### src/rtl/fifo_pkg.sv
// Shared constants and types for the 8-deep x 4-bit FIFO read path.
package fifo_pkg;

    localparam int DATA_W = 4;
    localparam int DEPTH  = 8;
    localparam int PTR_W  = 3;
    localparam int CNT_W  = 4;

    typedef enum logic [1:0] {
        IDLE     = 2'b00,
        READ     = 2'b01,
        RD_ERROR = 2'b10
    } rd_state_t;

endpackage

### src/rtl/fifo_rd_mux.sv
// DEPTH:1 word selector over the flattened storage array; purely combinational.
module fifo_rd_mux #(
    parameter int DATA_W = fifo_pkg::DATA_W,
    parameter int DEPTH  = fifo_pkg::DEPTH,
    parameter int PTR_W  = fifo_pkg::PTR_W
) (
    input  logic [DEPTH*DATA_W-1:0] mem_flat_i,
    input  logic [PTR_W-1:0]        sel_i,
    output logic [DATA_W-1:0]       word_o
);

    always_comb begin
        word_o = '0;
        for (int i = 0; i < DEPTH; i++) begin
            if (sel_i == PTR_W'(i)) begin
                word_o = mem_flat_i[i*DATA_W +: DATA_W];
            end
        end
    end

endmodule

### src/rtl/fifo_rd_ctrl.sv
// FIFO read-side controller: read pointer, occupancy count, registered read data
// and one-cycle acknowledge / error status.
module fifo_rd_ctrl
    import fifo_pkg::*;
(
    input  logic                    clk,
    input  logic                    reset,
    input  logic                    rd_en,
    input  logic                    wr_done,
    input  logic [DEPTH*DATA_W-1:0] mem_flat,
    output logic [DATA_W-1:0]       dout,
    output logic [PTR_W-1:0]        rd_ptr,
    output logic [CNT_W-1:0]        data_count,
    output logic                    empty,
    output logic                    full,
    output logic                    rd_ack,
    output logic                    rd_err
);

    rd_state_t         state_q, state_d;
    logic [PTR_W-1:0]  rd_ptr_q, rd_ptr_d;
    logic [CNT_W-1:0]  count_q, count_d;
    logic [DATA_W-1:0] dout_q, dout_d;
    logic [DATA_W-1:0] rd_word;
    logic              rd_ok;

    assign rd_ok = rd_en && (count_q != '0);

    fifo_rd_mux #(
        .DATA_W (DATA_W),
        .DEPTH  (DEPTH),
        .PTR_W  (PTR_W)
    ) u_rd_mux (
        .mem_flat_i (mem_flat),
        .sel_i      (rd_ptr_q),
        .word_o     (rd_word)
    );

    always_ff @(posedge clk or posedge reset) begin
        if (reset) begin
            state_q <= IDLE;
        end else begin
            state_q <= state_d;
        end
    end

    always_comb begin
        state_d = IDLE;
        if (rd_en) begin
            state_d = (count_q != '0) ? READ : RD_ERROR;
        end
    end

    // Status outputs decode the state register, so they are registered by construction.
    always_comb begin
        rd_ack = 1'b0;
        rd_err = 1'b0;
        unique case (state_q)
            READ:     rd_ack = 1'b1;
            RD_ERROR: rd_err = 1'b1;
            default: ;
        endcase
    end

    always_comb begin
        rd_ptr_d = rd_ptr_q;
        dout_d   = dout_q;
        if (rd_ok) begin
            rd_ptr_d = rd_ptr_q + PTR_W'(1);
            dout_d   = rd_word;
        end
    end

    // A write while full is dropped here; the write side reports that overflow.
    always_comb begin
        count_d = count_q;
        if (wr_done && !rd_ok) begin
            if (count_q != CNT_W'(DEPTH)) begin
                count_d = count_q + CNT_W'(1);
            end
        end else if (rd_ok && !wr_done) begin
            count_d = count_q - CNT_W'(1);
        end
    end

    always_ff @(posedge clk or posedge reset) begin
        if (reset) begin
            rd_ptr_q <= '0;
            count_q  <= '0;
            dout_q   <= '0;
        end else begin
            rd_ptr_q <= rd_ptr_d;
            count_q  <= count_d;
            dout_q   <= dout_d;
        end
    end

    assign dout       = dout_q;
    assign rd_ptr     = rd_ptr_q;
    assign data_count = count_q;
    assign empty      = (count_q == '0);
    assign full       = (count_q == CNT_W'(DEPTH));

endmodule
### config.mk
export PLATFORM = sky130hd
export DESIGN_NAME = fifo_rd_ctrl
export DESIGN_NICKNAME = d
export VERILOG_FILES = /design/src/rtl/fifo_pkg.sv /design/src/rtl/fifo_rd_mux.sv /design/src/rtl/fifo_rd_ctrl.sv
export SDC_FILE = /design/constraint.sdc
export NUM_CORES = 1
export LEC_CHECK = 0
export BUFFER_PORTS_ARGS = -buffer_cell sky130_fd_sc_hd__clkbuf_2
export CAP_MARGIN = 25
export CORE_MARGIN = 3
export CORE_UTILIZATION = 40
export CTS_CLUSTER_DIAMETER = 150
export DETAILED_ROUTE_END_ITERATION = 6
export PLACE_DENSITY = 0.7
export RECOVER_POWER = 25
export SLEW_MARGIN = 20
export SYNTH_ARGS = -nofsm -noshare
export SYNTH_HDL_FRONTEND = slang
export SYNTH_SLANG_ARGS = --single-unit
### constraint.sdc
create_clock -name clk -period 2.9 [get_ports clk]
set_input_delay 0.435 -clock clk [delete_from_list [all_inputs] [get_ports clk]]
set_output_delay 0.435 -clock clk [all_outputs]
set_load 0.02 [all_outputs]
==> metrics.cfg <==
[floorplan]
rows=18
die_x_um=58.5
core_area_sq_mm=0.00254
dieArea_sq_mm=0.00343
die_y_um=58.5
start_util=0.434
io_pins=51

[finish]
drive_above_1_share=0.374
fin_cells=204
diodes=0
layout.nets=220
syn_to_final_growth_pct=26.8

[grt]
antenna_found_initial=0
grt_pass1_vias=1054
grt.overflow.total=0
grt_use_total=0.174
grt_max_degree=18
grt_pass1_wl_um=4590

[routing]
vias_per_cell=5.40
routedWlPerCell_um=13.9
drtIter0Drc=33
m1WireLength_um=1210
wirelength_um=2840
highest_layer=met4
drcViolationCount=0
dr_wl_met2_um=1470
vias=1101
firstDrtPassIters=5
antenna_left=0
met3_length_um=133

[critical_path]
crit_buf_inv=0
end_kind=register
path_cells=or4_4 > nand2_8 > nand2_1 > ha_1 > a21o_2 > a21oi_2 > nor4b_1 > a21oi_1 > o221ai_1
r2r_start=data_count[0]
reg2reg_slack_ps=280
cp_top_family=simple AND/OR/NAND/NOR gates
path_class=reg -> reg
slowest_stage=or4_4
critPathLaunchType=register
reg2reg_depth=9
slowest_delay_ps=620
required_ps=3100
arrival_ps=2820
crit_fanout=9
worstSetupStartpoint=data_count[0]
reg2reg_to=data_count[3]

[placement]
post-dp-hpwl_um=2310
place_congestion=0.842
io_buffers=50
dpl_worst_slack_ps=206
placed_cells=200

[clock_tree]
clock-sinks=13
numCtsBuffers=3
clockBufferDepth=2
cts-root-buf=clkbuf_4
clkTransAtPathRegs_ps=80
cts_max_level=1
worstSkewPairLatency_ps=280
tritoncts=built

[flow_run]
cap_violations=0

[logic_synthesis]
yosysTopAreaCell=dfrtp_1
syn-num-nets=171
synth_top_area_frac=0.295
synth_warnings=0
synthTopCellsByArea=dfrtp_1, ha_1, o21ai_0
dominantRegCellSynth=dfrtp_1
seq_area_frac_synth=0.295
synthCells=126
synth_edf_count=0
syn_area_sq_mm=0.00110
avgSynthCellArea_sq_um=8.76
async_flop_share=1.00
ys_seq_elements=13
synth_cell_type_count=45

[timing]
final-setup-viol-count=0
slew-limit-headroom=0.654
hold_viol=0
fin_skew_ps=7.92
fin_ws_ps=278
fin_crit_sh=0.904
tns_ps=0
fin_crit_ps=2620
tightestPinTransition_ps=519
rsz0062_at_grt=no
slew_viol_final=0
max_freq_mhz=381

[power_and_ir_drop]
peakVddDrop_v=0.000524
power.density_mw_per_mm2=1040
power.leakage_nw=0.687

[hold_path]
hp-class=in -> async

[run_status]
status=finished clean

==> stage by stage <==
stage	power, mW	util	area (sq um)	hold slack (ps)
floorplan	1.08	-	1100	312
global placement	1.31	0.538	1370	460
detailed placement	1.34	0.538	1370	465
CTS	1.46	0.548	1400	160
global route	1.61	0.550	1400	182
finish	1.46	0.550	1400	138
==> cell families after synthesis <==
logic type | share of synthesized area
compound gates | 0.285
simple gates | 0.193
buf+inv | 0.0578
flops | 0.295
fa+ha+maj | 0.109
xor+xnor | 0.0238
mux | 0.0374
==> cells in the mapped netlist (2+ instances only) <==
cell type	count
o211ai_1	3
nand2_1	11
nor4b_1	2
a22o_1	2
o21ai_0	11
dfrtp_1	13
nor2b_1	4
xnor2_1	2
ha_1	8
nor2_1	6
mux2_4	2
clkbuf_1	5
a221oi_1	2
o22ai_1	2
nand3_1	2
inv_1	10
a21oi_1	7
a31oi_1	2
a211oi_1	4
nand3b_1	3
==> cell usage in the layout (no fill, tap or decap), types with 2 or more instances in the layout <==
master	n
a221oi_1	2
mux2_4	2
nand3b_1	3
clkbuf_2	50
nand2_1	11
o21ai_0	11
inv_1	10
ha_1	8
nor2_1	6
nor2b_1	4
dfrtp_1	13
a211oi_1	4
nand3_1	2
nor4b_1	2
clkbuf_4	3
a31oi_1	2
a22o_1	2
o211ai_1	3
xnor2_1	2
a21oi_1	6
o22ai_1	2
==> routing by layer <==
layer | track usage | vias to the layer above
met5 | 0 | -
met4 | 0.0497 | 0
met3 | 0.0395 | 2
met2 | 0.295 | 24
met1 | 0.220 | 521
li1 | - | 554
==> worst reg2reg max path, stage by stage (launching register included) <==
cell      delay (ps)
dfrtp_1          460
or4_4            630
nand2_8          130
nand2_1          110
ha_1             290
a21o_2           220
a21oi_2          210
nor4b_1          270
a21oi_1           60
o221ai_1         170
==> repair_timing <==
| item | 4_1_cts | 5_1_grt |
|---|---|---|
| gates resized for setup | 0 | 1 |
| hold buffers | 0 | 0 |
| endpoints found under the setup margin | 0 | 1 |
| buffers inserted | 0 | 0 |
==> worst max path at each step <==
stage | end | slack, ps | cells past startpoint
finish | data_count[3] | 280 | 9
CTS | data_count[3] | 190 | 9
global route | data_count[3] | 70 | 9
floorplan | data_count[3] | 310 | 9
detailed placement | data_count[3] | 210 | 9
global placement | data_count[3] | 310 | 9
==> flip-flops by register name, summed over array words and instances (netlist names) <==
name,count
data_count,4
dout,4
rd_ptr,3
state_q,2
==> where the power goes <==
part | total, mW | switching [mW] | internal [mW]
sequential | 0.378 | 0.112 | 0.266
combinational | 0.972 | 0.552 | 0.420
clock | 0.110 | 0.0570 | 0.0534
==> area by class of cell <==
type	count	area, sq um
Inverter	11	41.3
Clock buffer	4	26.3
Multi-Input combinational cell	96	718
Tap cell	30	37.5
Sequential cell	13	325
Fill cell	251	1150
Timing Repair Buffer	50	250
(Power assumes the default switching activity.)
